## src/rtl/perm_pkg.sv

```systemverilog
// Shared definitions for the permutation sequencer: sizes, default RNG seed,
// FSM state encoding and the small arithmetic helpers used by the datapath.
package perm_pkg;

  localparam int          N_ELEM   = 16;
  localparam int          ENT_W    = 4;
  localparam logic [31:0] DEF_SEED = 32'h92D68CA2;
  localparam logic [63:0] IDENT_SEQ = 64'h0123456789ABCDEF;

  typedef logic [ENT_W-1:0] entry_t;

  typedef enum logic [2:0] {
    IDLE = 3'd0,
    INIT = 3'd1,
    SHUF = 3'd2,
    EMIT = 3'd3,
    DONE = 3'd4
  } state_t;

  // One xorshift32 step (13, 17, 5).
  function automatic logic [31:0] xs32_step(input logic [31:0] x);
    logic [31:0] y;
    y = x ^ (x << 13);
    y = y ^ (y >> 17);
    y = y ^ (y << 5);
    return y;
  endfunction

  // Scaled pick: bits [19:16] of rnd[15:0]*(i+1) always lie in 0..i.
  function automatic entry_t pick_j(input logic [31:0] rnd, input entry_t i);
    logic [20:0] p;
    p = 21'(rnd[15:0]) * 21'({1'b0, i} + 5'd1);
    return p[19:16];
  endfunction

  // Entry idx of a packed sequence (entry 0 in the top nibble).
  function automatic entry_t entry_at(input logic [63:0] s, input entry_t idx);
    int sh;
    sh = 4 * (15 - int'(idx));
    return s[sh +: 4];
  endfunction

endpackage

```

## src/rtl/perm_seq_ctrl_if.sv

```systemverilog
// Valid/ready output stream carrying one permutation entry per beat.
interface perm_seq_ctrl_if;
  import perm_pkg::*;

  logic   out_valid;
  logic   out_ready;
  entry_t out_data;
  logic   out_last;

  modport master (output out_valid, output out_data, output out_last, input out_ready);
  modport slave  (input out_valid, input out_data, input out_last, output out_ready);

endinterface

```

## src/rtl/xorshift32_ld.sv

```systemverilog
// Loadable xorshift32 generator; a zero seed is replaced by DEF_SEED because
// the all-zero state never leaves zero.
module xorshift32_ld #(
  parameter logic [31:0] DEF_SEED = perm_pkg::DEF_SEED
) (
  input  logic        clk,
  input  logic        rst,
  input  logic        load,
  input  logic [31:0] seed,
  input  logic        step,
  output logic [31:0] res
);

  logic [31:0] x_q;

  // Generator state: reset/load take priority over stepping.
  always_ff @(posedge clk) begin
    if (rst) begin
      x_q <= DEF_SEED;
    end else if (load) begin
      x_q <= (seed == 32'd0) ? DEF_SEED : seed;
    end else if (step) begin
      x_q <= perm_pkg::xs32_step(x_q);
    end
  end

  assign res = x_q;

endmodule

```

## src/rtl/perm_seq_ctrl.sv

```systemverilog
// Permutation sequencer: builds a Fisher-Yates shuffle of 0..15 one swap per
// cycle, then streams the entries out over a valid/ready interface.
module perm_seq_ctrl
  import perm_pkg::*;
#(
  parameter int          N_ELEM   = perm_pkg::N_ELEM,
  parameter logic [31:0] DEF_SEED = perm_pkg::DEF_SEED
) (
  input  logic                    clk,
  input  logic                    rst,
  input  logic                    seed_load,
  input  logic [31:0]             seed,
  input  logic                    start,
  output logic                    busy,
  output logic                    done,
  output logic [63:0]             seq_all,
  perm_seq_ctrl_if.master         out_if
);

  state_t      state_q;
  entry_t      arr_q [N_ELEM];
  entry_t      arr_sw [N_ELEM];
  entry_t      i_q;
  entry_t      idx_q;
  entry_t      j;
  entry_t      data_q;
  logic        busy_q;
  logic        done_q;
  logic        valid_q;
  logic        last_q;
  logic [63:0] seq_q;
  logic [63:0] seq_sw;
  logic [31:0] rnd;
  logic        rng_load;
  logic        rng_step;

  // Seeds are only accepted while idle; the RNG only advances while shuffling.
  assign rng_load = (state_q == IDLE) && seed_load;
  assign rng_step = (state_q == SHUF);

  xorshift32_ld #(.DEF_SEED(DEF_SEED)) u_rng (
    .clk  (clk),
    .rst  (rst),
    .load (rng_load),
    .seed (seed),
    .step (rng_step),
    .res  (rnd)
  );

  assign j = pick_j(rnd, i_q);

  // Working array after swapping entries i and j (j == i leaves it unchanged).
  always_comb begin
    seq_sw = '0;
    for (int k = 0; k < N_ELEM; k++) begin
      if (entry_t'(k) == i_q) begin
        arr_sw[k] = arr_q[j];
      end else if (entry_t'(k) == j) begin
        arr_sw[k] = arr_q[i_q];
      end else begin
        arr_sw[k] = arr_q[k];
      end
      seq_sw[4*(N_ELEM-1-k) +: 4] = arr_sw[k];
    end
  end

  // Control FSM with registered outputs.
  always_ff @(posedge clk) begin
    if (rst) begin
      state_q <= IDLE;
      busy_q  <= 1'b0;
      done_q  <= 1'b0;
      valid_q <= 1'b0;
      last_q  <= 1'b0;
      data_q  <= '0;
      seq_q   <= IDENT_SEQ;
      i_q     <= '0;
      idx_q   <= '0;
    end else begin
      case (state_q)
        IDLE: begin
          done_q <= 1'b0;
          if (start) begin
            state_q <= INIT;
            busy_q  <= 1'b1;
          end
        end
        INIT: begin
          for (int k = 0; k < N_ELEM; k++) begin
            arr_q[k] <= entry_t'(k);
          end
          i_q     <= entry_t'(N_ELEM - 1);
          state_q <= SHUF;
        end
        SHUF: begin
          for (int k = 0; k < N_ELEM; k++) begin
            arr_q[k] <= arr_sw[k];
          end
          i_q <= i_q - 1'b1;
          // The i=1 swap is the last one; the result is published directly.
          if (i_q == entry_t'(1)) begin
            state_q <= EMIT;
            seq_q   <= seq_sw;
            valid_q <= 1'b1;
            data_q  <= arr_sw[0];
            last_q  <= 1'b0;
            idx_q   <= '0;
          end
        end
        EMIT: begin
          if (valid_q && out_if.out_ready) begin
            if (idx_q == entry_t'(N_ELEM - 1)) begin
              valid_q <= 1'b0;
              last_q  <= 1'b0;
              done_q  <= 1'b1;
              state_q <= DONE;
            end else begin
              idx_q  <= idx_q + 1'b1;
              data_q <= entry_at(seq_q, idx_q + 1'b1);
              last_q <= (idx_q == entry_t'(N_ELEM - 2));
            end
          end
        end
        DONE: begin
          done_q  <= 1'b0;
          busy_q  <= 1'b0;
          state_q <= IDLE;
        end
        default: begin
          state_q <= IDLE;
          busy_q  <= 1'b0;
          done_q  <= 1'b0;
          valid_q <= 1'b0;
          last_q  <= 1'b0;
        end
      endcase
    end
  end

  assign busy             = busy_q;
  assign done             = done_q;
  assign seq_all          = seq_q;
  assign out_if.out_valid = valid_q;
  assign out_if.out_data  = data_q;
  assign out_if.out_last  = last_q;

endmodule

```

## src/flat_wrapper.sv

```systemverilog
// flat-port wrapper written by rule: the top's interface ports become plain ports
module perm_seq_ctrl_flat import perm_pkg::*;
#(
  parameter int          N_ELEM   = perm_pkg::N_ELEM,
  parameter logic [31:0] DEF_SEED = perm_pkg::DEF_SEED
)
  (clk, rst, seed_load, seed, start, busy, done, seq_all, out_if_out_valid, out_if_out_data, out_if_out_last, out_if_out_ready);
  perm_seq_ctrl_if out_if_i ();
  input  logic clk;
  input  logic rst;
  input  logic seed_load;
  input  logic [31:0] seed;
  input  logic start;
  output logic busy;
  output logic done;
  output logic [63:0] seq_all;
  output wire logic [$bits(out_if_i.out_valid)-1:0] out_if_out_valid;
  output wire logic [$bits(out_if_i.out_data)-1:0] out_if_out_data;
  output wire logic [$bits(out_if_i.out_last)-1:0] out_if_out_last;
  input wire logic [$bits(out_if_i.out_ready)-1:0] out_if_out_ready;
  assign out_if_out_valid = out_if_i.out_valid;
  assign out_if_out_data = out_if_i.out_data;
  assign out_if_out_last = out_if_i.out_last;
  assign out_if_i.out_ready = out_if_out_ready;
  perm_seq_ctrl #(.N_ELEM(N_ELEM), .DEF_SEED(DEF_SEED)) u_core (.clk(clk), .rst(rst), .seed_load(seed_load), .seed(seed), .start(start), .busy(busy), .done(done), .seq_all(seq_all), .out_if(out_if_i));
endmodule
```

## config.mk

```make
export PLATFORM = sky130hd
export DESIGN_NAME = perm_seq_ctrl_flat
export DESIGN_NICKNAME = d
export VERILOG_FILES = /design/src/rtl/perm_pkg.sv /design/src/rtl/perm_seq_ctrl_if.sv /design/src/rtl/xorshift32_ld.sv /design/src/rtl/perm_seq_ctrl.sv /design/src/flat_wrapper.sv
export SDC_FILE = /design/constraint.sdc
export NUM_CORES = 1
export LEC_CHECK = 0
export CAP_MARGIN = 20
export CORE_MARGIN = 5
export CORE_UTILIZATION = 55
export DETAILED_ROUTE_END_ITERATION = 7
export PLACE_DENSITY = 0.76
export SLEW_MARGIN = 20
export SYNTH_ARGS = -nofsm -noshare
export SYNTH_HDL_FRONTEND = slang
export SYNTH_SLANG_ARGS = --single-unit
export TNS_END_PERCENT = 100
```

## constraint.sdc

```tcl
create_clock -name clk -period 13.9 [get_ports clk]
set_input_delay 4.17 -clock clk [delete_from_list [all_inputs] [get_ports clk]]
set_output_delay 4.17 -clock clk [all_outputs]
set_load 0.01 [all_outputs]
```

==> results.ini <==
[sta]
finalCritPeriodShare_pct = 53.17
slew_headroom_pct = 32.26
whs_ns = 0.4705
worstMarginPinSlew_ns = 1.016
slew_viol_final = 0
period_minus_slack_ns = 7.391
hold_viol = 0
clock-skew-final_ns = 0.01680
tns_ns = 0
fmax_mhz = 135.3
rsz0062_at_grt = no
setup_viol = 0

[pwr]
p_switching_mw = 1.350
p_comb_share_pct = 56.0
power_density_nw_per_um2 = 186.7
power.share.clock_pct = 17.5
switching_share_pct = 48.84
ir_drop_mv = 0.1005
p_leak_nw = 5.556
seqPwrFrac_pct = 26.5
p_int_mw = 1.415

[run_status]
status = finished, final reports clean

[clocking]
ctsResizeCount = 0
path_clk_slew_ns = 0.08
clock_latency_ns = 0.44
cts_hold_buf = 0
tritoncts = done
htree_levels = 4
cts_buffer_depth = 2
numClockSinks = 183
cts_buffers = 17
postCtsSetupRepairBufs = 0
cts_root_buffer = clkbuf_16

[synth]
synthCells = 1393
netlist_top_cells_area = dfxtp_1 18%, edfxtp_1 15%, mux4_2 9.1%
ys_seq_area_share_pct = 32.95
yosys.area.top_type = dfxtp_1
ys_ff_latch = 183
synth-edff-count = 64
postSynthAreaPerCell_sq_um = 9.378
yosysUniqueCellTypes = 74
yosys_warnings = 0
synth_ff_type = dfxtp_1
syn-num-nets = 1502
synth_top_area_share_pct = 18.24
syn_area_sq_um = 13060
async_flop_share_pct = 0

[placed_design]
hpwlAfterDp_um = 29650
io_buffers = 108
gp_congestion = 0.9637

[global_routing]
grtUsageTotal_pct = 30.23
grt_max_degree = 99
grt_pass1_wl_um = 63250
grt_pass1_vias = 10879
antenna_found_initial = 0
grt_overflow = 0

[detailed_routing]
routed_wl_um = 40370
first_pass_iters = 5
via_per_inst = 6.460
routedWlPerCell_um = 22.92
first_iter_violations = 1264
num_vias = 11376
drcViolationCount = 0
drtAntennaViolNets = 0

[floorplanning]
coreArea_sq_um = 23400
rows = 56
dieArea_sq_um = 26930
die_width_um = 164.1
die_h_um = 164.1
start_util_pct = 55.82
ios = 109

[layout]
syn2layout_area_growth_pct = 13.38
nNetsFinal = 1537
layout_common_cells = 138 x nor2_1, 133 x nand2_1, 118 x dfxtp_1
drive_gt1_share_pct = 11.73
final_common_cell = nor2_1

[worst_setup_path]
slowest_delay_ns = 0.83
critPathKind = reg2reg
critical_path_depth = 19
crit_buf_inv = 2
cpMostUsedCell = fa_1
critical_path.cell_chain = ha_1 -> xor2_1 -> and2_1 -> fa_1 -> fa_1 -> inv_1 -> fa_1 -> inv_1 -> ha_1 -> a21oi_1 -> o21ai_1 -> nor3_1 -> a211oi_4 -> xor2_2 -> nor2_1 -> a22oi_1 -> a31o_1 -> nor2_1 -> o41ai_2
cp.arrival_ns = 7.72
crit_path_start_kind = register
crit_path_end_kind = register
crit_family = adder cells
cp_slowest_cell = xor2_1
crit_fanout = 24
rr_worst_depth = 19
cp_data_required_time_ns = 14.23

[run]
drv_cap = 0

[hold_path]
min_path_type = reg2reg
min_path_cells = 2

## cells by family after synthesis
family,share of synthesized area [%]
buffers and inverters,5.402
AOI/OAI and AO/OA,13.84
adders and majority gates,9.195
xor gates and xnor gates,5.862
DFF,32.95
and+or+nand+nor,17.89
muxes,14.86
## worst register-to-register path, cell delays in order (launching register included)
cell and delay (ns):
dfxtp_1 0.50, ha_1 0.46, xor2_1 0.83, and2_1 0.27
fa_1 0.42, fa_1 0.49, inv_1 0.05, fa_1 0.35
inv_1 0.06, ha_1 0.68, a21oi_1 0.17, o21ai_1 0.23
nor3_1 0.12, a211oi_4 0.34, xor2_2 0.52, nor2_1 0.27
a22oi_1 0.25, a31o_1 0.73, nor2_1 0.19, o41ai_2 0.35
## power groups by stage
stage / sequential [mW] / clock [mW] / combinational (mW)
floorplan: 0.677 / 0 / 1.21
global placement: 0.736 / 0 / 1.48
detailed placement: 0.738 / 0 / 1.51
CTS: 0.727 / 0.485 / 1.51
global route: 0.739 / 0.508 / 1.68
finish: 0.732 / 0.485 / 1.55
## metal layers
layer / track usage [%] / share of wire [%] / wire length [um] / up-vias
li1: - / - / - / 5058
met1: 44.18 / 42 / 16760 / 5489
met2: 43.96 / 43 / 17410 / 734
met3: 8.532 / 13 / 5069 / 95
met4: 8.654 / 2.8 / 1133 / 0
met5: 0 / 0 / 0 / -
## state kept, by name, indices dropped and copies added, names as in the netlist, named ones only
name and flops:
u_core.i_q 4, u_core.busy 1, u_core.out_if.out_data 4, u_core.done 1, u_core.idx_q 4, u_core.out_if.out_last 1
u_core.state_q 3, u_core.out_if.out_valid 1, u_core.u_rng.res 32, u_core.seq_all 64, u_core.arr_q 64
## through the flow
stage	instance area [sq um]	utilization, %	setup WS (ns)	power (mW)	cells
3_3_place_gp	14220	60.75	6.578	2.214	1728
5_1_grt	14810	63.28	5.998	2.927	1760
2_1_floorplan	13060	-	4.135	1.885	1393
3_5_place_dp	14220	60.76	6.406	2.247	1728
4_1_cts	14800	63.24	6.420	2.726	1760
6_report	14810	63.29	6.509	2.765	1761
## path summary, 6_finish.rpt
path / slack (ns) / startpoint / to
worst min-delay path: 0.47 / u_core.seq_all[44] / u_core.seq_all[44]
worst max register to register: 6.51 / u_core.i_q[0] / u_core.seq_all[51]
worst max-delay path: 6.51 / u_core.i_q[0] / u_core.seq_all[51]
worst min register to register: 0.47 / u_core.seq_all[44] / u_core.seq_all[44]
## synthesized netlist by cell type (all sizes together) (3+ instances only)
| cell | number |
|---|---|
| and2 | 46 |
| o311ai | 3 |
| nor3 | 43 |
| o21ai | 64 |
| mux2i | 41 |
| nor2b | 18 |
| or4 | 3 |
| nand3 | 44 |
| xnor2 | 50 |
| nor2 | 142 |
| a22oi | 12 |
| or3 | 11 |
| a211oi | 27 |
| a31oi | 6 |
| fa | 40 |
| a211o | 8 |
| a221oi | 4 |
| nor4 | 15 |
| o31a | 7 |
| nand4 | 8 |
| a21oi | 79 |
| a311oi | 12 |
| clkbuf | 84 |
| nand2 | 137 |
| nand2b | 7 |
| nor4b | 3 |
| mux2 | 30 |
| o221a | 4 |
| o221ai | 6 |
| inv | 68 |
| and3 | 7 |
| mux4 | 53 |
| o211ai | 22 |
| edfxtp | 64 |
| ha | 32 |
| xor2 | 31 |
| dfxtp | 119 |
| buf | 23 |
## cell type report
type | instances | area (sq um)
tap | 319 | 399.1
clock inverter | 15 | 155.1
multi-input combinational | 1035 | 8080
clock buffer | 17 | 425.4
antenna | 1 | 2.502
inverter | 68 | 255.2
fill | 1953 | 8591
sequential | 183 | 4305
timing repair buffer | 123 | 1189
(Power assumes the default switching activity.)
